File: src/rtl/dcmctrl_spi_host.sv
// dcmctrl_spi_host: SPI mode-0 register-port host with a {rw,addr} header byte and N auto-incrementing data bytes.
module dcmctrl_spi_host #(
  parameter int DIV      = 8,
  parameter int MAXLEN_W = 4
) (
  input  logic                clk,
  input  logic                reset,
  input  logic                cmd_valid,
  output logic                cmd_ready,
  input  logic                cmd_write,
  input  logic [6:0]          cmd_addr,
  input  logic [MAXLEN_W-1:0] cmd_len,
  input  logic [7:0]          wr_data,
  input  logic                wr_valid,
  output logic                wr_ready,
  output logic [7:0]          rd_data,
  output logic                rd_valid,
  output logic                busy,
  output logic                spi_ss,
  output logic                spi_clk,
  output logic                spi_mosi,
  input  logic                spi_miso
);
  typedef enum logic [2:0] {IDLE, SETUP, LOW, HIGH, BYTE, HOLD, GAP} state_t;
  state_t state_q, state_d;
  logic [7:0] cnt_q, cnt_d, sh_q, sh_d, rd_data_q, rd_data_d;
  logic [2:0] bit_q, bit_d;
  logic [MAXLEN_W:0] rem_q, rem_d;
  logic wr_q, wr_d, first_q, first_d, rd_valid_q, rd_valid_d;
  logic ss_q, ss_d, clk_q, clk_d, mosi_q, mosi_d, miso_s1_q, miso_s2_q;
  logic last, more;
  logic [7:0] sh_in;
  assign last = cnt_q == 8'(DIV - 1);
  assign more = rem_q != '0;
  assign sh_in = {sh_q[6:0], miso_s2_q};
  assign cmd_ready = state_q == IDLE;
  assign busy = state_q != IDLE;
  assign wr_ready = state_q == BYTE && wr_q && more;
  assign rd_data = rd_data_q;
  assign rd_valid = rd_valid_q;
  assign spi_ss = ss_q;
  assign spi_clk = clk_q;
  assign spi_mosi = mosi_q;
  always_comb begin
    state_d = state_q;
    sh_d = sh_q;
    bit_d = bit_q;
    rem_d = rem_q;
    wr_d = wr_q;
    first_d = first_q;
    rd_data_d = rd_data_q;
    rd_valid_d = 1'b0;
    ss_d = ss_q;
    clk_d = clk_q;
    mosi_d = mosi_q;
    unique case (state_q)
      IDLE: if (cmd_valid) begin
        state_d = SETUP;
        wr_d = cmd_write;
        rem_d = cmd_len == '0 ? {1'b1, {MAXLEN_W{1'b0}}} : {1'b0, cmd_len};
        sh_d = {cmd_write, cmd_addr};
        first_d = 1'b1;
        bit_d = 3'd7;
        ss_d = 1'b0;
        mosi_d = cmd_write;
      end
      SETUP: state_d = last ? LOW : SETUP;
      LOW: if (last) begin
        state_d = HIGH;
        clk_d = 1'b1;
      end
      // Sample on the last HIGH cycle; the falling edge and next MOSI bit land together.
      HIGH: if (last) begin
        sh_d = sh_in;
        clk_d = 1'b0;
        bit_d = bit_q - 3'd1;
        state_d = bit_q == 3'd0 ? BYTE : LOW;
        rd_valid_d = bit_q == 3'd0 && !first_q;
        rd_data_d = bit_q == 3'd0 ? sh_in : rd_data_q;
        mosi_d = bit_q == 3'd0 ? mosi_q : sh_in[7];
      end
      BYTE: if (!more) state_d = HOLD;
      else if (!wr_q || wr_valid) begin
        state_d = LOW;
        sh_d = wr_q ? wr_data : 8'h00;
        mosi_d = wr_q && wr_data[7];
        rem_d = rem_q - 1'b1;
        first_d = 1'b0;
      end
      HOLD: if (last) begin
        state_d = GAP;
        ss_d = 1'b1;
      end
      GAP: state_d = last ? IDLE : GAP;
      default: state_d = IDLE;
    endcase
  end
  assign cnt_d = (state_d != state_q || state_q == IDLE || state_q == BYTE) ? 8'd0 : cnt_q + 8'd1;
  always_ff @(posedge clk or posedge reset) begin
    if (reset) begin
      state_q <= IDLE;
      cnt_q <= '0;
      sh_q <= '0;
      bit_q <= '0;
      rem_q <= '0;
      wr_q <= 1'b0;
      first_q <= 1'b0;
      rd_data_q <= '0;
      rd_valid_q <= 1'b0;
      ss_q <= 1'b1;
      clk_q <= 1'b0;
      mosi_q <= 1'b0;
      miso_s1_q <= 1'b0;
      miso_s2_q <= 1'b0;
    end else begin
      state_q <= state_d;
      cnt_q <= cnt_d;
      sh_q <= sh_d;
      bit_q <= bit_d;
      rem_q <= rem_d;
      wr_q <= wr_d;
      first_q <= first_d;
      rd_data_q <= rd_data_d;
      rd_valid_q <= rd_valid_d;
      ss_q <= ss_d;
      clk_q <= clk_d;
      mosi_q <= mosi_d;
      miso_s1_q <= spi_miso;
      miso_s2_q <= miso_s1_q;
    end
  end
endmodule

File: config.mk
export PLATFORM = sky130hd
export DESIGN_NAME = dcmctrl_spi_host
export DESIGN_NICKNAME = d
export VERILOG_FILES = /design/src/rtl/dcmctrl_spi_host.sv
export SDC_FILE = /design/constraint.sdc
export NUM_CORES = 1
export LEC_CHECK = 0
export CAP_MARGIN = 20
export CORE_UTILIZATION = 30
export CTS_BUF_LIST = sky130_fd_sc_hd__clkbuf_16
export DETAILED_ROUTE_END_ITERATION = 10
export GPL_TIMING_DRIVEN = 0
export REMOVE_ABC_BUFFERS = 1
export SYNTH_ARGS = -nofsm -noshare
export SYNTH_HDL_FRONTEND = slang
export SYNTH_SLANG_ARGS = --single-unit
File: constraint.sdc
create_clock -name clk -period 3.37 [get_ports clk]
set_clock_uncertainty 0.15 [all_clocks]
set_input_delay 0.5055 -clock clk [delete_from_list [all_inputs] [get_ports clk]]
set_output_delay 0.5055 -clock clk [all_outputs]
set_load 0.01 [all_outputs]
==> results of run 1 <==
==> metal layers <==
| layer | vias to the layer above | wire (um) | GRT usage | share of wire |
|---|---|---|---|---|
| li1 | 879 | - | - | - |
| met1 | 840 | 2230 | 0.174 | 0.47 |
| met2 | 46 | 2150 | 0.224 | 0.45 |
| met3 | 7 | 283 | 0.0351 | 0.060 |
| met4 | 0 | 70 | 0.0447 | 0.015 |
| met5 | - | 0 | 0 | 0 |
==> where the power goes <==
| group | internal [uW] | switching, uW |
|---|---|---|
| logic | 303 | 336 |
| clock network | 346 | 190 |
| registers | 654 | 149 |
| total | 1300 | 674 |
==> cells in the final DEF (no fill, tap or decap), types with 2 or more instances in the layout <==
cell type	Yosys	layout
or2_2	2	2
xnor2_1	2	2
dfrtp_1	41	41
ha_1	5	5
mux2_2	8	8
nand2b_1	3	3
a21oi_1	15	15
a31oi_1	11	11
nand3_1	10	10
nor2b_1	2	2
clkbuf_16	0	5
o21ai_0	16	16
nand2_1	18	18
and3_1	2	2
xor2_1	4	4
nor2_1	29	29
or3_1	2	2
and2_1	2	2
a22oi_1	7	7
clkdlybuf4s50_1	0	39
inv_1	7	7
nor3_1	2	2
==> flip-flops by register name (all words and copies together), names as in the netlist <==
register	cells
cnt_q	8
bit_q	3
miso_s1_q	1
spi_clk	1
miso_s2_q	1
spi_ss	1
wr_q	1
rd_data	8
state_q	3
spi_mosi	1
rd_valid	1
sh_q	7
rem_q	5
first_q	1
==> stage by stage <==
| step | cell area [um2] | cells | worst slack [ns] | power [uW] |
|---|---|---|---|---|
| 2_1_floorplan | 2120 | 215 | 1.16 | 1230 |
| 3_3_place_gp | 2630 | 350 | 0.760 | 1440 |
| 3_5_place_dp | 2650 | 351 | 0.745 | 1460 |
| 4_1_cts | 2810 | 359 | 0.437 | 2010 |
| 5_1_grt | 2810 | 359 | 0.253 | 2140 |
| 6_report | 2810 | 359 | 0.433 | 1980 |
==> final cells by class <==
| cell class | instances | share of cell area |
|---|---|---|
| inverters | 7 | 0.00934 |
| well taps | 96 | 0.0427 |
| repair buffers | 40 | 0.146 |
| flip-flops and latches | 42 | 0.374 |
| clock inverters | 3 | 0.0147 |
| clock buffers | 5 | 0.0445 |
| multi-input cells | 166 | 0.369 |
==> path summary, 6_finish.rpt <==
| check | endpoint | depth (start not counted) |
|---|---|---|
| max | wr_ready | 4 |
| min | miso_s2_q | 0 |
| max reg2reg | rd_data[0] | 4 |
| min reg2reg | miso_s2_q | 0 |
| max in group asynchronous | spi_ss | 3 |
| min in group asynchronous | rd_data[1] | 2 |
==> logic make-up after synthesis <==
kind of cell | Yosys count | share of synthesized area
compound gates | 62 | 0.183
xor+xnor | 6 | 0.0241
fa+ha+maj | 5 | 0.0287
buf+inv | 19 | 0.0424
flops | 42 | 0.482
mux | 9 | 0.0458
simple gates | 84 | 0.194
==> summary.txt, run 1 <==
Outcome
  – Outcome: finished, final reports clean

Worst setup path
  – CP top delay family: simple AND/OR/NAND/NOR gates
  – Worst setup SP type: flop
  – Slowest-stage cell, CP: dfrtp_1
  – Crit end category: output pin
  – Arrival @ worst endpoint: 2.28 ns
  – Setup crit start: state_q[1]
  – CP bufs+invs: 1
  – CP required: 2.71 ns
  – CP Max Fanout: 18
  – Crit-path max cell delay: roughly 0.57 ns
  – Crit Path Category: reg2out
  – Worst reg2reg path startpoint: state_q[1]
  – CP cell instances: nor2_1 > and3_1 > and2_1 > clkdlybuf4s50_1
  – Register-to-register path setup slack: between 0.7 and 0.8 ns

Timing
  – Setup tns final: 0 ns
  – Final setup viols: 0
  – Unrepaired setup endpoints after global routing: no
  – Fmax achieved: ~340 MHz
  – Period utilisation layout: 0.871
  – Min Hold Slack: roughly 0.20 ns
  – Slew @ Worst Pin: 0.935 ns
  – Worst slew margin: 0.374
  – Final Hold Viols: 0
  – Final min period: around 2.9 ns
  – Max Slew Vio Count: 0

Global routing
  – GRT overflow: 0
  – Vias in the first global route: about 1700
  – Global Route Usage Sum: 0.136
  – First-pass GRT wire length: 8080 um
  – Largest net degree at the start of global routing: 42
  – Antenna violations before repair: 0

Logic synthesis
  – Sequential share of the synthesized area: 0.482
  – Syn. warnings: 0
  – Top-count cell post-synth: dfrtp_1
  – Most frequent cells after synthesis: dfrtp_1, nor2_1, nand2_1, o21ai_0, a21oi_1
  – Synth Instances: around 230
  – Post-synth top area share: 0.470
  – Post-synth EDFFs: 0
  – Syn_area_per_cell: 9.62 um2
  – Largest cells by area after synthesis: dfrtp_1, nor2_1, mux2_2
  – FF+latch count, synth: between 40 and 50
  – Synth Cell Area: between 2000 and 2500 um2
  – Post-synthesis cell type count: a little over 50
  – Yosys top cell by area: dfrtp_1
  – Fraction of registers with async set or reset after synthesis: 1.00
  – Ys flop type: dfrtp_1

Clocking
  – H-tree levels: 2
  – Resized Gates After CTS: 0
  – TritonCTS clock tree: built
  – CTS Buf Count: 5
  – # clock sinks: 42
  – Clock buffer depth: 2
  – Clock-pin slew on the worst setup and hold paths: about 0.06 ns
  – Post-CTS Setup Inserts: 0
  – CTS Root Cell: clkbuf_16
  – Post-CTS Hold Fix Bufs: 0
  – Worst-Skew Late Latency: roughly 0.28 ns

Min path
  – Worst hold path type: reg2reg
  – HP Start: miso_s1_q

Floorplanning
  – Top-level port count: 40
  – Rows: 30
  – Die X: 87.3 um
  – Die area: approximately 7600 um2
  – Starting density of the core: 0.316
  – Core box area: about 6900 um2
  – Die H: 87.3 um

Placed design
  – Dpl hpwl: 3310 um
  – Port bufs: 39
  – Placer Congestion: between 0.7 and 0.8

Detailed routing
  – Vias per cell: a little under 5
  – Vias: 1772
  – Final WL: ~4700 um
  – Post-route ant nets: 0
  – DRT Pass-1 Iters: 5
  – Detailed-route DRC error count: 0
  – Routed len/inst: 13.2 um
  – Initial DRC Count: 118

Power
  – P_leak: ~0.0012 uW
  – VDD IR max: approximately 0.24 mV
  – PwrDens: 703 nW/um2

Cells and area
  – Sequential cell area: approximately 1100 um2
  – Fin nets: just under 300
  – Multi-input logic area: roughly 1000 um2
  – Filler cell count: 710
  – Share of cells above drive strength 1: 0.103
  – Synthesis-to-layout area growth: 28.9%
  – Fin util: 0.407
  – N_diodes: 0

Flow run
  – Max-cap viol count: 0
No activity file was read; power rests on OpenSTA's default activity.
==> run 2: changes to the inputs <==
--- a/config.mk
+++ b/config.mk
@@ -5,7 +5,7 @@
 export SDC_FILE = /design/constraint.sdc
 export NUM_CORES = 1
 export LEC_CHECK = 0
-export CAP_MARGIN = 20
+export CAP_MARGIN = 30
 export CORE_UTILIZATION = 30
 export CTS_BUF_LIST = sky130_fd_sc_hd__clkbuf_16
 export DETAILED_ROUTE_END_ITERATION = 10
==> results of run 2 <==
No change in the layout: final DEF, timing and power equal those of run 1.
==> run 3: changes to the inputs <==
--- a/config.mk
+++ b/config.mk
@@ -10,7 +10,9 @@
 export CTS_BUF_LIST = sky130_fd_sc_hd__clkbuf_16
 export DETAILED_ROUTE_END_ITERATION = 10
 export GPL_TIMING_DRIVEN = 0
+export HOLD_SLACK_MARGIN = 0.12
 export REMOVE_ABC_BUFFERS = 1
+export SLEW_MARGIN = 0
 export SYNTH_ARGS = -nofsm -noshare
 export SYNTH_HDL_FRONTEND = slang
 export SYNTH_SLANG_ARGS = --single-unit
==> results of run 3 <==
No change in the layout: final DEF, timing and power equal those of run 1.
